`src/rtl/vram_cmd_pkg.sv`:
```
// Shared definitions for the VRAM bringup command engine: opcodes, FSM
// state encodings, level-shifter direction constants and a lane helper.
package vram_cmd_pkg;

    localparam logic [7:0] OP_NOOP           = 8'h00;
    localparam logic [7:0] OP_ECHO           = 8'h01;
    localparam logic [7:0] OP_ECHO2          = 8'h02;
    localparam logic [7:0] OP_SOFT_RESET     = 8'h10;
    localparam logic [7:0] OP_SET_ADDR_LO    = 8'h20;
    localparam logic [7:0] OP_SET_ADDR_HI    = 8'h21;
    localparam logic [7:0] OP_SET_DATA_BASE  = 8'h40;
    localparam logic [7:0] OP_WRITE_DURATION = 8'h50;
    localparam logic [7:0] OP_READ_DELAY     = 8'h51;
    localparam logic [7:0] OP_SET_FLAGS      = 8'h60;
    localparam logic [7:0] OP_WRITE          = 8'h80;
    localparam logic [7:0] OP_READ           = 8'h90;

    // Level-shifter direction: the board drives lvl_vd_dir and the
    // pin_bidir_8 dir input straight from vd_oe_o.
    localparam logic LVL_DIR_INPUT  = 1'b0;
    localparam logic LVL_DIR_OUTPUT = 1'b1;

    typedef enum logic [6:0] {
        S_IDLE  = 7'b0000001,
        S_ARG   = 7'b0000010,
        S_EXEC  = 7'b0000100,
        S_WRITE = 7'b0001000,
        S_WHOLD = 7'b0010000,
        S_READ  = 7'b0100000,
        S_DRAIN = 7'b1000000
    } state_t;

    // Index of the lowest set bit of a lane mask (3 when the mask is empty).
    function automatic logic [1:0] first_lane(input logic [3:0] mask);
        logic [1:0] lane;
        if (mask[0]) begin
            lane = 2'd0;
        end else if (mask[1]) begin
            lane = 2'd1;
        end else if (mask[2]) begin
            lane = 2'd2;
        end else begin
            lane = 2'd3;
        end
        return lane;
    endfunction

endpackage

```
`src/rtl/vram_cmd_engine_if.sv`:
```
// UART byte stream, response stream and VRAM pin bundle of the command engine.
interface vram_cmd_engine_if #(
    parameter int ADDR_W = 14,
    parameter int LANES  = 2
);
    logic [7:0]         rx_data_i;
    logic               rx_valid_i;
    logic [7:0]         tx_data_o;
    logic               tx_valid_o;
    logic               tx_ready_i;
    logic [ADDR_W-1:0]  va_o;
    logic [8*LANES-1:0] vd_o;
    logic [8*LANES-1:0] vd_i;
    logic               vd_oe_o;
    logic               vrd_n_o;
    logic [LANES-1:0]   vwr_n_o;
    logic               busy_o;
    logic               err_opcode_o;
    logic               err_overrun_o;

    modport master (
        output rx_data_i, rx_valid_i, tx_ready_i, vd_i,
        input  tx_data_o, tx_valid_o, va_o, vd_o, vd_oe_o, vrd_n_o, vwr_n_o,
               busy_o, err_opcode_o, err_overrun_o
    );

    modport slave (
        input  rx_data_i, rx_valid_i, tx_ready_i, vd_i,
        output tx_data_o, tx_valid_o, va_o, vd_o, vd_oe_o, vrd_n_o, vwr_n_o,
               busy_o, err_opcode_o, err_overrun_o
    );
endinterface

```
`src/rtl/vram_cmd_engine_byte_fifo.sv`:
```
// Small synchronous byte FIFO with a first-word-fall-through head.
module byte_fifo #(
    parameter int DEPTH = 4
) (
    input  logic       clock,
    input  logic       reset,
    input  logic       push,
    input  logic [7:0] data_in,
    input  logic       pop,
    output logic [7:0] data_out,
    output logic       empty,
    output logic       full
);
    localparam int PTR_W = (DEPTH > 1) ? $clog2(DEPTH) : 1;

    logic [7:0]       mem_r [DEPTH];
    logic [PTR_W-1:0] wr_ptr_r;
    logic [PTR_W-1:0] rd_ptr_r;
    logic [PTR_W:0]   count_r;
    logic             do_push_s;
    logic             do_pop_s;

    assign empty     = (count_r == '0);
    assign full      = (count_r == (PTR_W+1)'(DEPTH));
    assign do_push_s = push & ~full;
    assign do_pop_s  = pop & ~empty;
    assign data_out  = mem_r[rd_ptr_r];

    // Storage write; contents need no reset because count_r gates visibility.
    always_ff @(posedge clock) begin
        if (do_push_s) begin
            mem_r[wr_ptr_r] <= data_in;
        end
    end

    // Pointer and occupancy bookkeeping.
    always_ff @(posedge clock) begin
        if (!reset) begin
            wr_ptr_r <= '0;
            rd_ptr_r <= '0;
            count_r  <= '0;
        end else begin
            if (do_push_s) begin
                wr_ptr_r <= (wr_ptr_r == PTR_W'(DEPTH-1)) ? '0 : wr_ptr_r + PTR_W'(1);
            end
            if (do_pop_s) begin
                rd_ptr_r <= (rd_ptr_r == PTR_W'(DEPTH-1)) ? '0 : rd_ptr_r + PTR_W'(1);
            end
            case ({do_push_s, do_pop_s})
                2'b10:   count_r <= count_r + (PTR_W+1)'(1);
                2'b01:   count_r <= count_r - (PTR_W+1)'(1);
                default: count_r <= count_r;
            endcase
        end
    end
endmodule

```
`src/rtl/vram_cmd_engine.sv`:
```
// UART-driven VRAM bringup engine: two-byte commands set registers and run
// timed write/read cycles; responses leave through a small byte FIFO.
module vram_cmd_engine
    import vram_cmd_pkg::*;
#(
    parameter int ADDR_W    = 14,
    parameter int LANES     = 2,
    parameter int TIMER_W   = 6,
    parameter int OUT_DEPTH = 4
) (
    input logic              clock,
    input logic              reset,
    vram_cmd_engine_if.slave bus
);
    state_t             state_r;
    logic [7:0]         opcode_r;
    logic [7:0]         arg_r;
    logic [ADDR_W-1:0]  addr_r;
    logic [8*LANES-1:0] data_r;
    logic [8*LANES-1:0] rd_data_r;
    logic [TIMER_W-1:0] wdur_r;
    logic [TIMER_W-1:0] rdel_r;
    logic [TIMER_W-1:0] cnt_r;
    logic               autoinc_r;
    logic               vd_oe_r;
    logic               vrd_n_r;
    logic [LANES-1:0]   vwr_n_r;
    logic [LANES-1:0]   pending_r;
    logic               err_opcode_r;
    logic               err_overrun_r;

    logic [LANES-1:0]   mask_s;
    logic [7:0]         inv_arg_s;
    logic [1:0]         lane_s;
    logic [3:0]         lane_bit_s;
    logic               push_s;
    logic [7:0]         push_data_s;
    logic               pop_s;
    logic               fifo_empty_s;
    logic               fifo_full_s;
    logic [7:0]         fifo_head_s;

    assign mask_s     = arg_r[LANES-1:0];
    assign inv_arg_s  = ~arg_r;
    assign lane_s     = first_lane(4'(pending_r));
    assign lane_bit_s = 4'b0001 << lane_s;
    assign pop_s      = ~fifo_empty_s & bus.tx_ready_i;

    assign bus.tx_data_o     = fifo_head_s;
    assign bus.tx_valid_o    = ~fifo_empty_s;
    assign bus.va_o          = addr_r;
    assign bus.vd_o          = data_r;
    assign bus.vd_oe_o       = vd_oe_r;
    assign bus.vrd_n_o       = vrd_n_r;
    assign bus.vwr_n_o       = vwr_n_r;
    assign bus.busy_o        = (state_r != S_IDLE);
    assign bus.err_opcode_o  = err_opcode_r;
    assign bus.err_overrun_o = err_overrun_r;

    // Response byte source: echo argument at EXEC, queued lane bytes in DRAIN.
    always_comb begin
        push_s      = 1'b0;
        push_data_s = 8'h00;
        if (state_r == S_EXEC && (opcode_r == OP_ECHO || opcode_r == OP_ECHO2)) begin
            push_s      = 1'b1;
            push_data_s = arg_r;
        end else if (state_r == S_DRAIN && pending_r != '0 && !fifo_full_s) begin
            push_s      = 1'b1;
            push_data_s = rd_data_r[8*lane_s +: 8];
        end else begin
            push_s      = 1'b0;
            push_data_s = 8'h00;
        end
    end

    byte_fifo #(.DEPTH(OUT_DEPTH)) u_fifo (
        .clock    (clock),
        .reset    (reset),
        .push     (push_s),
        .data_in  (push_data_s),
        .pop      (pop_s),
        .data_out (fifo_head_s),
        .empty    (fifo_empty_s),
        .full     (fifo_full_s)
    );

    // Command FSM with all register-file and strobe updates.
    always_ff @(posedge clock) begin
        if (!reset) begin
            state_r       <= S_IDLE;
            opcode_r      <= 8'h00;
            arg_r         <= 8'h00;
            addr_r        <= '0;
            data_r        <= '0;
            rd_data_r     <= '0;
            wdur_r        <= '1;
            rdel_r        <= '1;
            cnt_r         <= '0;
            autoinc_r     <= 1'b0;
            vd_oe_r       <= 1'b0;
            vrd_n_r       <= 1'b1;
            vwr_n_r       <= '1;
            pending_r     <= '0;
            err_opcode_r  <= 1'b0;
            err_overrun_r <= 1'b0;
        end else begin
            case (state_r)
                S_IDLE: begin
                    if (bus.rx_valid_i) begin
                        opcode_r <= bus.rx_data_i;
                        state_r  <= S_ARG;
                    end
                end
                S_ARG: begin
                    if (bus.rx_valid_i) begin
                        arg_r   <= bus.rx_data_i;
                        state_r <= S_EXEC;
                    end
                end
                S_EXEC: begin
                    state_r <= S_IDLE;
                    case (opcode_r)
                        OP_NOOP: begin
                            state_r <= S_IDLE;
                        end
                        OP_ECHO: begin
                            state_r <= S_DRAIN;
                        end
                        OP_ECHO2: begin
                            rd_data_r <= (8*LANES)'(inv_arg_s);
                            pending_r <= LANES'(1'b1);
                            state_r   <= S_DRAIN;
                        end
                        OP_SOFT_RESET: begin
                            addr_r        <= '0;
                            data_r        <= '0;
                            wdur_r        <= '1;
                            rdel_r        <= '1;
                            autoinc_r     <= 1'b0;
                            vd_oe_r       <= 1'b0;
                            vrd_n_r       <= 1'b1;
                            vwr_n_r       <= '1;
                            err_opcode_r  <= 1'b0;
                            err_overrun_r <= 1'b0;
                        end
                        OP_SET_ADDR_LO:    addr_r[7:0]        <= arg_r;
                        OP_SET_ADDR_HI:    addr_r[ADDR_W-1:8] <= arg_r[ADDR_W-9:0];
                        OP_WRITE_DURATION: wdur_r             <= TIMER_W'(arg_r);
                        OP_READ_DELAY:     rdel_r             <= TIMER_W'(arg_r);
                        OP_SET_FLAGS:      autoinc_r          <= arg_r[0];
                        OP_WRITE: begin
                            if (mask_s != '0) begin
                                vd_oe_r <= 1'b1;
                                vwr_n_r <= ~mask_s;
                                cnt_r   <= wdur_r;
                                state_r <= S_WRITE;
                            end
                        end
                        OP_READ: begin
                            if (mask_s != '0) begin
                                vrd_n_r <= 1'b0;
                                cnt_r   <= rdel_r;
                                state_r <= S_READ;
                            end
                        end
                        default: begin
                            // The 4x row is SET_DATA; low nibble selects the lane.
                            if (opcode_r[7:4] == OP_SET_DATA_BASE[7:4] && opcode_r[3:0] < 4'(LANES)) begin
                                data_r[8*opcode_r[3:0] +: 8] <= arg_r;
                            end else begin
                                err_opcode_r <= 1'b1;
                            end
                        end
                    endcase
                end
                S_WRITE: begin
                    if (cnt_r == '0) begin
                        vwr_n_r <= '1;
                        state_r <= S_WHOLD;
                    end else begin
                        cnt_r <= cnt_r - TIMER_W'(1);
                    end
                end
                S_WHOLD: begin
                    vd_oe_r <= 1'b0;
                    if (autoinc_r) begin
                        addr_r <= addr_r + ADDR_W'(1);
                    end
                    state_r <= S_IDLE;
                end
                S_READ: begin
                    if (cnt_r == '0) begin
                        vrd_n_r   <= 1'b1;
                        rd_data_r <= bus.vd_i;
                        pending_r <= mask_s;
                        if (autoinc_r) begin
                            addr_r <= addr_r + ADDR_W'(1);
                        end
                        state_r <= S_DRAIN;
                    end else begin
                        cnt_r <= cnt_r - TIMER_W'(1);
                    end
                end
                S_DRAIN: begin
                    if (push_s) begin
                        pending_r <= pending_r & ~lane_bit_s[LANES-1:0];
                    end else if (pending_r == '0 && fifo_empty_s) begin
                        state_r <= S_IDLE;
                    end
                end
                default: begin
                    state_r <= S_IDLE;
                end
            endcase
            // Bytes arriving while a command is being executed are dropped.
            if (bus.rx_valid_i && state_r != S_IDLE && state_r != S_ARG) begin
                err_overrun_r <= 1'b1;
            end
        end
    end
endmodule

```
`src/flat_wrapper.sv`:
```
// flat-port wrapper written by rule: the top's interface ports become plain ports
module vram_cmd_engine_flat import vram_cmd_pkg::*;
#(
    parameter int ADDR_W    = 14,
    parameter int LANES     = 2,
    parameter int TIMER_W   = 6,
    parameter int OUT_DEPTH = 4
)
  (clock, reset, bus_rx_data_i, bus_rx_valid_i, bus_tx_ready_i, bus_vd_i, bus_tx_data_o, bus_tx_valid_o, bus_va_o, bus_vd_o, bus_vd_oe_o, bus_vrd_n_o, bus_vwr_n_o, bus_busy_o, bus_err_opcode_o, bus_err_overrun_o);
  vram_cmd_engine_if #(.ADDR_W(ADDR_W), .LANES(LANES)) bus_i ();
  input logic clock;
  input logic reset;
  input wire logic [$bits(bus_i.rx_data_i)-1:0] bus_rx_data_i;
  input wire logic [$bits(bus_i.rx_valid_i)-1:0] bus_rx_valid_i;
  input wire logic [$bits(bus_i.tx_ready_i)-1:0] bus_tx_ready_i;
  input wire logic [$bits(bus_i.vd_i)-1:0] bus_vd_i;
  output wire logic [$bits(bus_i.tx_data_o)-1:0] bus_tx_data_o;
  output wire logic [$bits(bus_i.tx_valid_o)-1:0] bus_tx_valid_o;
  output wire logic [$bits(bus_i.va_o)-1:0] bus_va_o;
  output wire logic [$bits(bus_i.vd_o)-1:0] bus_vd_o;
  output wire logic [$bits(bus_i.vd_oe_o)-1:0] bus_vd_oe_o;
  output wire logic [$bits(bus_i.vrd_n_o)-1:0] bus_vrd_n_o;
  output wire logic [$bits(bus_i.vwr_n_o)-1:0] bus_vwr_n_o;
  output wire logic [$bits(bus_i.busy_o)-1:0] bus_busy_o;
  output wire logic [$bits(bus_i.err_opcode_o)-1:0] bus_err_opcode_o;
  output wire logic [$bits(bus_i.err_overrun_o)-1:0] bus_err_overrun_o;
  assign bus_i.rx_data_i = bus_rx_data_i;
  assign bus_i.rx_valid_i = bus_rx_valid_i;
  assign bus_i.tx_ready_i = bus_tx_ready_i;
  assign bus_i.vd_i = bus_vd_i;
  assign bus_tx_data_o = bus_i.tx_data_o;
  assign bus_tx_valid_o = bus_i.tx_valid_o;
  assign bus_va_o = bus_i.va_o;
  assign bus_vd_o = bus_i.vd_o;
  assign bus_vd_oe_o = bus_i.vd_oe_o;
  assign bus_vrd_n_o = bus_i.vrd_n_o;
  assign bus_vwr_n_o = bus_i.vwr_n_o;
  assign bus_busy_o = bus_i.busy_o;
  assign bus_err_opcode_o = bus_i.err_opcode_o;
  assign bus_err_overrun_o = bus_i.err_overrun_o;
  vram_cmd_engine #(.ADDR_W(ADDR_W), .LANES(LANES), .TIMER_W(TIMER_W), .OUT_DEPTH(OUT_DEPTH)) u_core (.clock(clock), .reset(reset), .bus(bus_i));
endmodule
```
`config.mk`:
```
export PLATFORM = sky130hd
export DESIGN_NAME = vram_cmd_engine_flat
export DESIGN_NICKNAME = d
export VERILOG_FILES = /design/src/rtl/vram_cmd_pkg.sv /design/src/rtl/vram_cmd_engine_if.sv /design/src/rtl/vram_cmd_engine_byte_fifo.sv /design/src/rtl/vram_cmd_engine.sv /design/src/flat_wrapper.sv
export SDC_FILE = /design/constraint.sdc
export NUM_CORES = 1
export LEC_CHECK = 0
export ABC_AREA = 0
export BUFFER_PORTS_ARGS = -buffer_cell sky130_fd_sc_hd__clkbuf_2
export CORE_ASPECT_RATIO = 0.75
export CORE_MARGIN = 2
export CORE_UTILIZATION = 59
export DETAILED_ROUTE_END_ITERATION = 10
export GPL_ROUTABILITY_DRIVEN = 0
export PLACE_DENSITY = 0.82
export RECOVER_POWER = 25
export SETUP_SLACK_MARGIN = 0.3
export SYNTH_ARGS = -nofsm -noshare
export SYNTH_HDL_FRONTEND = slang
export SYNTH_SLANG_ARGS = --single-unit
```
`constraint.sdc`:
```
create_clock -name clock -period 3.6 [get_ports clock]
set_input_delay 0.36 -clock clock [delete_from_list [all_inputs] [get_ports clock]]
set_output_delay 0.36 -clock clock [all_outputs]
set_load 0.1 [all_outputs]
```
## After elaboration in Yosys (flattened, before gate mapping)

Memory sizes are Yosys's and may differ from the RTL's. A register that Yosys moved wholly into a read port is not among the register bits.
Index checks and enable logic that the tools add are counted.
W data, S select, Z words.

- Register bits after elaboration: 103
- Memory bits (writable): 32
- Bits of input ports: 28
- Output and inout bits: 46
- Logic and storage cells: 195
- Memories kept: 1

- Add/sub/neg operators: 7
- Magnitude comparators: 1
- Equal/unequal tests: 42
- Shift-type cells: 4
- Mux-type cells: 62
- Bitwise gates (word level): 10
- Reduce and logical (&&, ||, !) cells: 48

Memory list:

| memory | words | width | read ports | clocked after memory_dff | wr ports | line | source |
|---|---|---|---|---|---|---|---|
| u_core.u_fifo.mem_r | 4 | 8 | 1 | 1 | 1 | vram_cmd_engine_byte_fifo.sv:16 | `logic [7:0] mem_r [DEPTH];` |

Operators with widths:

| cell | count |
|---|---|
| $pmux W16 S2 | 2 |
| $pmux W6 S2 | 5 |
| $mux W16 | 3 |
| $mux W7 | 6 |
| $pmux W14 S3 | 1 |
| $pmux W7 S6 | 1 |
| $neg A7 Y34 | 1 |
| $shift A8 B34 Y16 const A | 1 |
| $shiftx A8 B34 Y16 | 1 |
| $mux W14 | 2 |
| $reduce_bool A2 Y1 | 13 |
| $eq A8 B7 Y1 const B | 3 |
| $mux W6 | 4 |
| $mux W2 | 11 |
| $ne A3 B3 Y1 const B | 7 |
| $pmux W7 S3 | 1 |
| $reduce_and A3 Y1 | 6 |
| $bwmux W16 | 1 |
| $eq A8 B6 Y1 const B | 2 |
| $eq A8 B8 Y1 const B | 2 |
| $mux W8 | 2 |
| $ne A2 B2 Y1 const B | 8 |
| $pmux W8 S2 | 1 |
| $shiftx A16 B6 Y8 | 1 |
| 49 further kinds | 89 |

## Logic depth before layout (Yosys ltp)

Gate-level depths: netlist of run 1.

- Depth in word-level cells: 8
- Mapped depth: 13
- Gate-level depth less buffers: 13

## Hierarchy

From an unflattened synthesis of run 1, not the netlist that was laid out.

- Cells, all modules: 766
- Area, all modules: 6985.4 sq um

By module, submodules not included:

| module | instances | cells an instance | area each (sq um) |
|---|---|---|---|
| vram_cmd_engine | 1 | 668 | 5341.4 |
| byte_fifo | 1 | 98 | 1644.1 |

## Least setup slack after synthesis of run 1

OpenSTA, ideal clock, no wires.

- Kind: register -> register
- Start point: register u_core.opcode_r[7]
- End point: register u_core.u_fifo.count_r[2]
- Data arrival time: 2.713 ns
- Data required time: 3.530 ns
- Setup slack: 0.817 ns
- Cell stages (with the launch flop): 13
- Path buffers: 1
- Period minus slack after synthesis: 2.783 ns
- Path through: dfxtp_1 clkbuf_1 or4_1 nor4_2 nand2_1 a21oi_2 inv_1 ha_1 inv_1 fa_1 xor2_1 or3_1 a21oi_1

- Cells in the longest elaborated chain, start to end: 7

RTL lines:

| what | line | source |
|---|---|---|
| start: declaration | vram_cmd_engine.sv:16 | `logic [7:0] opcode_r;` |
| start signal: assignment | vram_cmd_engine.sv:110 | `opcode_r <= bus.rx_data_i;` |
| $eq A8 B1 Y1 / $eq A8 B2 Y1 (equally long branches) | vram_cmd_engine.sv:64 | `if (state_r == S_EXEC && (opcode_r == OP_ECHO \|\| opcode_r == OP_ECHO2)) begin` |
| $logic_or A1 B1 Y1 * | vram_cmd_engine.sv:64 |  |
| $logic_and A1 B1 Y1 * | vram_cmd_engine.sv:64 |  |
| $mux W1 * | vram_cmd_engine.sv:64 |  |
| $and A1 B1 Y1 * | vram_cmd_engine_byte_fifo.sv:25 | `assign do_push_s = push & ~full;` |
| $eq A2 B1 Y1 / $eq A2 B2 Y1 (equally long branches) | vram_cmd_engine_byte_fifo.sv:49 | `case ({do_push_s, do_pop_s})` |
| $pmux W3 S2 / $reduce_bool A2 Y1 (equally long branches) | - |  |
| end signal: assignment | vram_cmd_engine_byte_fifo.sv:50 | `2'b10: count_r <= count_r + (PTR_W+1)'(1);` |
| end signal: assignment | vram_cmd_engine_byte_fifo.sv:51 | `2'b01: count_r <= count_r - (PTR_W+1)'(1);` |
| end signal: assignment | vram_cmd_engine_byte_fifo.sv:52 | `default: count_r <= count_r;` |
| end: declaration | vram_cmd_engine_byte_fifo.sv:19 | `logic [PTR_W:0] count_r;` |

Mark *: on every way between the ends. The rest lies on a longest branch, timed or not.
A chain may end at the register's enable or synchronous reset.

## Final worst setup path of run 1

- Start point: register u_core.state_r[1]
- End point: register u_core.u_fifo.count_r[2]

- Cells in the longest elaborated chain, start to end: 8

RTL lines:

| what | line | source |
|---|---|---|
| start: declaration | vram_cmd_engine.sv:15 | `state_t state_r;` |
| start signal: assignment | vram_cmd_engine.sv:90 | `state_r <= S_IDLE;` |
| start signal: assignment | vram_cmd_engine.sv:111 | `state_r <= S_ARG;` |
| start signal: assignment | vram_cmd_engine.sv:117 | `state_r <= S_EXEC;` |
| $eq A7 B7 Y1 | vram_cmd_engine.sv:67 | `end else if (state_r == S_DRAIN && pending_r != '0 && !fifo_full_s) begin` |
| $logic_and A1 B1 Y1 (2 in a row) | vram_cmd_engine.sv:67 |  |
| $mux W1 | vram_cmd_engine.sv:67 |  |
| $mux W1 * | vram_cmd_engine.sv:64 |  |
| $and A1 B1 Y1 * | vram_cmd_engine_byte_fifo.sv:25 |  |
| $eq A2 B1 Y1 / $eq A2 B2 Y1 (equally long branches) | vram_cmd_engine_byte_fifo.sv:49 |  |
| $pmux W3 S2 / $reduce_bool A2 Y1 (equally long branches) | - |  |

Marked as above.

==> impl_metrics.json, run 1 <==
{
  "setup_tns_ps": 0,
  "synth_top_area_cell": "dfxtp_1",
  "powerDensity_nw_per_um2": 469,
  "sw_frac_of_total_pct": 26.9,
  "slew_viol_final": 0,
  "synthCells": 717,
  "io_buffers": 73,
  "p_clk_share_pct": 48.1,
  "pwr-share-seq_pct": 44.5,
  "yosys_warnings": 0,
  "grt-ovfl-total": 0,
  "period_needed_ps": 3160,
  "fin_crit_sh_pct": 87.8,
  "route.vias.total": 5989,
  "routed_wl_microns": 18300,
  "post_cts_buffers": 0,
  "fin_worst_skew_ps": 12.6,
  "drtIter0Drc": 673,
  "placed_cell_area_sq_um": 7200,
  "grt_pass1_vias": 5725,
  "synth_enable_flop_cells": 32,
  "hold_viol": 0,
  "antenna_found_initial": 0,
  "finalSetupViolations": 0,
  "slew_headroom_pct": 20.6,
  "synthToLayoutAreaGrowth_pct": 13.7,
  "synthMostInstantiatedCell": "dfxtp_1",
  "clock_latency_ps": 420,
  "ant_nets": 0,
  "root_buffer": "clkbuf_16",
  "fillers": 816,
  "synth-seq-cells": 137,
  "ir_worst_vdd_mv": 0.432,
  "syn_avg_cell_area_sq_um": 9.53,
  "synthTopCellsByArea": "dfxtp_1 (31%), edfxtp_1 (14%), mux2i_1 (4.2%)",
  "fin_area_sq_um": 7760,
  "outcome": "complete, no violations",
  "worst_pin_slew_ps": 1200,
  "syn_nets": 759,
  "grt_first_pass_wirelength_microns": 29600,
  "r2r_start": "u_core.state_r[1]$_SDFFE_PN0P_",
  "wl_per_cell_microns": 20.0,
  "maxCapViolations": 0,
  "startpoint": "u_core.state_r[1]$_SDFFE_PN0P_",
  "ff2ff_setup_slack_ps": 440,
  "worst-r2r-cell-count": 11,
  "initial_utilization_pct": 61.5,
  "rsz0062_at_grt": "false",
  "dp_hpwl_microns": 12500,
  "coreArea_sq_um": 11100,
  "combPwrFrac_pct": 7.4,
  "io_pins": 74,
  "worstHoldPathType": "in2reg",
  "die_w_microns": 128,
  "end_kind": "register",
  "via_per_inst": 6.53,
  "synth_commonest_cells": "dfxtp_1 (105), nor2_1 (60), nand2_1 (52)",
  "worstSetupPathType": "reg2reg",
  "diodes": 0,
  "dieArea_sq_um": 12500,
  "worstPathArrival_ps": 3510,
  "ys_seq_area_share_pct": 44.8,
  "htreeDepth": 4,
  "cts_tree": "done",
  "power.leakage_nw": 2.93,
  "drive_above_1_share_pct": 13.6,
  "async_flop_share_pct": 0,
  "synthFlopType": "dfxtp_1",
  "syn_area_sq_um": 6830,
  "fmax_mhz": 316,
  "crit_fanout": 12,
  "final_nets": 806,
  "cts_inserted_buffers": 17,
  "cp.required_ps": 3950,
  "synth_top_area_share_pct": 30.8,
  "placementRows": 33,
  "r2r_end": "u_core.u_fifo.count_r[2]$_SDFFE_PN0P_",
  "power.total_mw": 3.64,
  "clkSinkCount": 137,
  "yosysUniqueCellTypes": 77,
  "path_clk_slew_ps": 70,
  "firstDrtPassIters": 5,
  "grt_max_degree": 51,
  "drc": 0,
  "die_height_microns": 97.2,
  "grt.total_usage_pct": 30.0,
  "p_int_mw": 2.66,
  "switching_power_mw": 0.979,
  "holdPathStages": 2,
  "crit_end": "u_core.u_fifo.count_r[2]$_SDFFE_PN0P_",
  "worst_setup_path_start_kind": "register",
  "clock_tree.buffer_depth": 2
}
## stage by stage
stage               hold slack, ps  setup slack (ps)  utilization [%]  std cells
CTS                            137               425             70.2        917
detailed placement             465               467             64.8        885
global placement               458               692             64.8        885
finish                         143               438             69.9        917
floorplan                      449               817                -        717
global route                   142               276             69.9        917
## worst min path at each step
stage	endpoint	startpoint
after floorplan	u_core.rd_data_r[10]$_SDFFE_PN0P_	u_core.rd_data_r[10]$_SDFFE_PN0P_
after global placement	u_core.bus.vd_o[1]$_SDFFE_PN0P_	u_core.bus.vd_o[1]$_SDFFE_PN0P_
after detailed placement	u_core.bus.vd_o[11]$_SDFFE_PN0P_	u_core.bus.vd_o[11]$_SDFFE_PN0P_
after CTS	u_core.rd_data_r[10]$_SDFFE_PN0P_	bus_vd_i[10]
after global routing	u_core.rd_data_r[10]$_SDFFE_PN0P_	bus_vd_i[10]
final	u_core.rd_data_r[10]$_SDFFE_PN0P_	bus_vd_i[10]
## power groups by stage
stage	registers [mW]	clock network (mW)	logic (mW)
finish	1.62	1.75	0.270
global route	1.62	1.83	0.290
CTS	1.62	1.76	0.265
detailed placement	1.65	0	0.260
global placement	1.65	0	0.256
floorplan	1.63	0	0.215
## kinds of logic (layout without fill, tap and decap cells)
group / Yosys count / count (layout) / share of synthesized area, %
buf+inv: 73 / 133 / 4.52
mux: 41 / 41 / 7.55
fa+ha+maj: 14 / 14 / 2.67
xor+xnor: 14 / 14 / 1.80
flops: 137 / 137 / 44.8
compound gates: 173 / 173 / 17.5
simple gates: 265 / 265 / 21.1
## metal layers
metal | wire length, microns | track usage [%]
met1 | 7340 | 38.8
met4 | 699 | 12.6
met3 | 1580 | 6.72
met5 | 0 | 0
met2 | 8680 | 48.4
## placed cells by master, fill, tap and decap left out, types with 17 or more instances in the layout
master	n
dfxtp_1	105
nor2_1	60
nand2_1	52
o21ai_0	45
clkbuf_1	37
clkbuf_2	36
edfxtp_1	32
mux2i_1	29
a21oi_1	29
nor3_1	27
nand3_1	27
a22o_1	24
inv_1	19
clkbuf_16	17
## flip-flops by register name, summed over array words and instances (netlist names), named ones only
register                  cells
u_core.u_fifo.mem_r          32
u_core.bus.vd_o              16
u_core.rd_data_r             16
u_core.bus.va_o              14
u_core.arg_r                  8
u_core.opcode_r               8
u_core.state_r                7
u_core.cnt_r                  6
u_core.rdel_r                 6
u_core.wdur_r                 6
u_core.u_fifo.count_r         3
u_core.bus.vwr_n_o            2
u_core.pending_r              2
u_core.u_fifo.rd_ptr_r        2
u_core.u_fifo.wr_ptr_r        2
u_core.autoinc_r              1
u_core.bus.err_opcode_o       1
u_core.bus.err_overrun_o      1
u_core.bus.vd_oe_o            1
u_core.bus.vrd_n_o            1
## timing repair
item	4_1_cts	5_1_grt
gates resized for setup	0	1
hold buffers	0	0
endpoints found under the setup margin	0	2
## layout make-up
cell class	instances	area, sq um	area share [%]
Clock buffer	17	425	5.48
Clock inverter	15	176	2.27
Inverter	19	71.3	0.919
Multi-Input combinational cell	507	3470	44.6
Sequential cell	137	3060	39.5
Tap cell	140	175	2.26
Timing Repair Buffer	82	387	4.98
## worst max-delay path, stage by stage, from the launching register on
cell     delay [ps]
dfxtp_1         410
or4_1           650
nor2_1          260
nand2_1         330
a21oi_4         350
inv_1            70
ha_1            230
inv_1            80
fa_1            180
xor2_1           80
or3_1           310
a21oi_1         150
(Power assumes the default switching activity.)
==> run 2: changes to the inputs <==
CORE_UTILIZATION = 28   (was 59)
PLACE_DENSITY = 0.46   (was 0.82)
==> impl_metrics.json, run 2 (synthesis gave the netlist of run 1 again) <==
{
  "outcome": "complete, no violations",
  "period_needed_ps": 2900,
  "ant_nets": 0,
  "grt_first_pass_wirelength_microns": 31300,
  "ctsHoldBuffers": 0,
  "grt-ovfl-total": 0,
  "power.leakage_nw": 2.98,
  "worstHoldPathType": "in2reg",
  "maxCapViolations": 0,
  "crit_family": "simple AND/OR/NAND/NOR gates",
  "drtIter0Drc": 435,
  "coreArea_sq_um": 24000,
  "clock_tree.buffer_depth": 2,
  "synthToLayoutAreaGrowth_pct": 18.2,
  "path_clk_slew_ps": 60,
  "wl_per_cell_microns": 17.9,
  "post_cts_buffers": 0,
  "root_buffer": "clkbuf_16",
  "top_register": "u_core.u_fifo.mem_r",
  "ir_worst_vdd_mv": 0.350,
  "largest_register_ffs": 32,
  "antenna_found_initial": 0,
  "cts_tree": "done",
  "via_per_inst": 5.07,
  "firstDrtPassIters": 5,
  "dieArea_sq_um": 25700,
  "worst-path-buf-inv": 2,
  "dp_hpwl_microns": 14300,
  "io_pins": 74,
  "grt_pass1_vias": 5258,
  "cpMostUsedCell": "inv_1",
  "fin_area_sq_um": 8080,
  "fin_worst_skew_ps": 20.2,
  "grt.total_usage_pct": 15.9,
  "crit_fanout": 10,
  "worstSetupPathType": "reg2reg",
  "post_cts_resized": 0,
  "die_w_microns": 184,
  "clkSinkCount": 137,
  "hold_viol": 0,
  "worst_setup_path_start_kind": "register",
  "routed_wl_microns": 20000,
  "slew_viol_final": 0,
  "critPathSlowestCell": "or4_1",
  "end_kind": "register",
  "clock_latency_ps": 430,
  "placed_cell_area_sq_um": 7520,
  "die_height_microns": 139,
  "worst_pin_slew_ps": 1240,
  "rsz0062_at_grt": "false",
  "ff2ff_setup_slack_ps": 700,
  "worstPathArrival_ps": 3250,
  "fmax_mhz": 345,
  "htreeDepth": 4,
  "grt_max_degree": 49,
  "drive_above_1_share_pct": 14.2,
  "finalSetupViolations": 0,
  "route.vias.total": 5673,
  "fin_crit_sh_pct": 80.4,
  "io_buffers": 73,
  "cp.required_ps": 3950,
  "setup_tns_ps": 0,
  "final_nets": 817,
  "placementRows": 49,
  "powerDensity_nw_per_um2": 462,
  "cts_inserted_buffers": 17,
  "critPathMaxStageDelay_ps": 620,
  "final_cell_mix": "dfxtp_1 (105), nor2_1 (60), nand2_1 (52), o21ai_0 (45), clkbuf_1 (40)",
  "diodes": 0,
  "initial_utilization_pct": 28.5,
  "drc": 0,
  "slew_headroom_pct": 17.7,
  "final_common_cell": "dfxtp_1",
  "crit_chain": "or4_1, nor4_2, nand2_1, a21oi_2, inv_1, ha_1, inv_1, fa_1, xor2_1, or3_1, a21oi_1"
}
-- run 2: cell types whose count changed in the layout (fill, tap and decap cells not counted), sizes merged --
cell / change
clkinv: +1
clkbuf: +3
clkinvlp: +2
buf: +10
bufinv: +3
inv: -8
-- run 2: final timing paths --
kind | depth (start not counted) | end | start
setup / recovery | 11 | u_core.u_fifo.count_r[2]$_SDFFE_PN0P_ | u_core.opcode_r[7]$_SDFFE_PN0P_
hold / removal | 2 | u_core.rd_data_r[13]$_SDFFE_PN0P_ | bus_vd_i[13]
setup reg to reg | 11 | u_core.u_fifo.count_r[2]$_SDFFE_PN0P_ | u_core.opcode_r[7]$_SDFFE_PN0P_
hold reg to reg | 2 | u_core.bus.vd_o[1]$_SDFFE_PN0P_ | u_core.bus.vd_o[1]$_SDFFE_PN0P_
-- run 2: report_power, final --
part | switching, mW | internal, mW
clock | 0.676 | 1.15
sequential | 0.0324 | 1.58
combinational | 0.188 | 0.0993
total | 0.897 | 2.83
-- run 2: cell type report --
class                           count  area [sq um]
Sequential cell                   137          3060
Inverter                           19          71.3
Clock buffer                       19           433
Multi-Input combinational cell    507          3450
Timing Repair Buffer               93           465
Fill cell                        2511         15900
Tap cell                          331           414
Clock inverter                     13           175
-- run 2: metrics by stage --
stage | instances | utilization (%) | setup WS (ps) | hold slack, ps | total power [mW]
2_1_floorplan | 717 | - | 817 | 449 | 1.85
3_3_place_gp | 1087 | 31.4 | 725 | 461 | 1.94
3_5_place_dp | 1087 | 31.4 | 699 | 468 | 1.93
4_1_cts | 1119 | 33.9 | 683 | 122 | 3.78
5_1_grt | 1119 | 33.7 | 434 | 127 | 3.86
6_report | 1119 | 33.7 | 704 | 139 | 3.73
-- run 2: worst register-to-register path: cells and delay by family, from the launching register on --
| family | cells | cell delay (ps) |
|---|---|---|
| compound gates | 2 | 320 |
| simple gates | 4 | 1510 |
| fa+ha+maj | 2 | 380 |
| buf+inv | 2 | 130 |
| flops | 1 | 410 |
| xor+xnor | 1 | 70 |
-- run 2: per-layer routing --
layer	GRT usage, %	vias up	wire length (microns)
met5	0	-	0
met4	4.04	0	155
met3	3.82	12	911
met2	22.3	138	8440
met1	24.2	2741	10500
li1	-	2782	-
==> run 3: changes to the inputs <==
ABC_AREA = 1   (was 0)
clock period = 3 ns   (was 3.6 ns; I/O delays follow)
==> impl_metrics.json, run 3 <==
{
  "cts_inserted_buffers": 17,
  "fin_area_sq_um": 8160,
  "final_nets": 1084,
  "diodes": 0,
  "firstDrtPassIters": 5,
  "clock_tree.buffer_depth": 2,
  "async_flop_share_pct": 0,
  "synth_commonest_cells": "nand2_1 (235), nor2_1 (161), dfxtp_1 (105)",
  "hold_viol": 0,
  "antenna_found_initial": 0,
  "cts_tree": "done",
  "drtIter0Drc": 523,
  "rsz0062_at_grt": "false",
  "syn_area_sq_um": 6880,
  "synthMostInstantiatedCell": "nand2_1",
  "htreeDepth": 4,
  "die_height_microns": 140,
  "worstSetupPathType": "reg2reg",
  "io_pins": 74,
  "period_needed_ps": 2480,
  "slew_headroom_pct": 20.5,
  "grt-ovfl-total": 0,
  "syn_nets": 1007,
  "synth-seq-cells": 137,
  "fin_util_pct": 33.9,
  "yosysUniqueCellTypes": 34,
  "end_kind": "register",
  "synth_enable_flop_cells": 32,
  "grt_first_pass_wirelength_microns": 33300,
  "largest_register_ffs": 32,
  "dieArea_sq_um": 25900,
  "outcome": "complete, no violations",
  "syn_avg_cell_area_sq_um": 7.13,
  "synthTopCellsByArea": "dfxtp_1 (31%), edfxtp_1 (14%), nand2_1 (13%)",
  "routed_wl_microns": 21100,
  "wl_per_cell_microns": 15.2,
  "drc": 0,
  "die_w_microns": 185,
  "worstPathArrival_ps": 2850,
  "power.leakage_nw": 3.40,
  "ctsHoldBuffers": 0,
  "clock_latency_ps": 440,
  "via_per_inst": 4.66,
  "fillers": 2654,
  "worstHoldPathType": "in2reg",
  "setup_tns_ps": 0,
  "grt_max_degree": 74,
  "slew_viol_final": 0,
  "worst_setup_path_start_kind": "register",
  "fin_hold_ws_ps": 83.8,
  "route.vias.total": 6464,
  "ir_worst_vdd_mv": 0.378,
  "synthCells": 965,
  "finalSetupViolations": 0,
  "synth_top_area_cell": "dfxtp_1",
  "crit_fanout": 7,
  "grt.total_usage_pct": 16.7,
  "coreArea_sq_um": 24000,
  "fin_crit_sh_pct": 82.8,
  "io_buffers": 73,
  "synthFlopType": "dfxtp_1",
  "maxCapViolations": 0,
  "dp_hpwl_microns": 15300,
  "synth_top_area_share_pct": 30.5,
  "top_register": "u_core.u_fifo.mem_r",
  "clkSinkCount": 137,
  "ant_nets": 0,
  "final_cell_mix": "nand2_1 (236), nor2_1 (161), dfxtp_1 (105), inv_1 (90), o21ai_0 (79)",
  "fmax_mhz": 402,
  "placed_cell_area_sq_um": 7630,
  "synthToLayoutAreaGrowth_pct": 18.5,
  "path_clk_slew_ps": 70,
  "ys_seq_area_share_pct": 44.5,
  "root_buffer": "clkbuf_16",
  "worst_pin_slew_ps": 1200,
  "powerDensity_nw_per_um2": 607,
  "final_common_cell": "nand2_1",
  "fin_worst_skew_ps": 15.4,
  "cp.required_ps": 3360,
  "drive_above_1_share_pct": 10.2,
  "yosys_warnings": 0,
  "grt_pass1_vias": 5947,
  "placementRows": 49,
  "initial_utilization_pct": 28.6
}
[run 3: cell types whose count changed in the layout (fill, tap and decap cells not counted), moves of 16 or more]
cell,delta
o22ai_1,+17
nor3_1,-16
inv_1,+71
mux2i_1,-29
a22o_1,-24
nand2_1,+184
nand3_1,+31
a21oi_1,+31
nor2_1,+101
o21ai_0,+34
[run 3: per-stage QoR]
step,setup WS (ps),power [mW],cells
floorplan,387,2.68,965
global placement,512,2.89,1354
detailed placement,521,2.89,1354
CTS,517,4.99,1386
global route,193,5.17,1386
finish,515,4.95,1386
[run 3: critical path: stages, from the launching register on]
cell     delay [ps]
dfxtp_1         350
nor2_2          130
nand2_1         190
nor3_1          370
nand3_1         140
nand2_1         160
nand2_2         130
ha_1            220
inv_1            90
fa_1            410
nor2_1           90
a21oi_1          50
nor2_1           80
[run 3: kinds of logic after synthesis]
group | count (synthesis) | synth area share (%)
compound gates | 178 | 14.1
xor+xnor | 9 | 1.15
fa+ha+maj | 14 | 2.65
buf+inv | 125 | 7.25
flops | 137 | 44.5
simple gates | 502 | 30.3
[run 3: final cells by class]
class / count / area, sq um / area share [%]
multi-input combinational: 703 / 3320 / 40.7
sequential: 137 / 3060 / 37.6
timing repair buffer: 88 / 433 / 5.31
clock buffer: 17 / 425 / 5.22
tap: 331 / 414 / 5.08
inverter: 95 / 357 / 4.37
clock inverter: 15 / 145 / 1.78
[run 3: path summary, 6_finish.rpt]
path	start	to	slack, ps	cells after the start
setup reg to reg	u_core.state_r[3]$_SDFFE_PN0P_	u_core.u_fifo.count_r[1]$_SDFFE_PN0P_	520	12
hold reg to reg	u_core.bus.vwr_n_o[0]$_SDFFE_PN1P_	u_core.bus.vwr_n_o[0]$_SDFFE_PN1P_	460	2
setup / recovery	u_core.state_r[3]$_SDFFE_PN0P_	u_core.u_fifo.count_r[1]$_SDFFE_PN0P_	520	12
hold / removal	bus_vd_i[11]	u_core.rd_data_r[11]$_SDFFE_PN0P_	80	3
[run 3: metal layers]
metal  up-vias  global-route usage [%]  part of all wire (%)  wire, microns
met5         -                       0                     0              0
met4         0                    5.81                   1.3            278
met3        19                    2.98                   4.6            977
met2       157                    22.9                    41           8620
met1      2960                    25.7                    53          11200
li1       3328                       -                     -              -
[run 3: power by group]
group	switching (mW)	total, mW	internal (mW)
sequential	0.0659	2.01	1.94
combinational	0.636	0.845	0.209
clock	0.990	2.09	1.10
[run 3: repair_timing]
action / 4_1_cts / 5_1_grt
hold endpoints to repair: 0 / 0
gates resized for setup: 0 / 2
buffers inserted: 0 / 0
setup endpoints to repair: 0 / 2
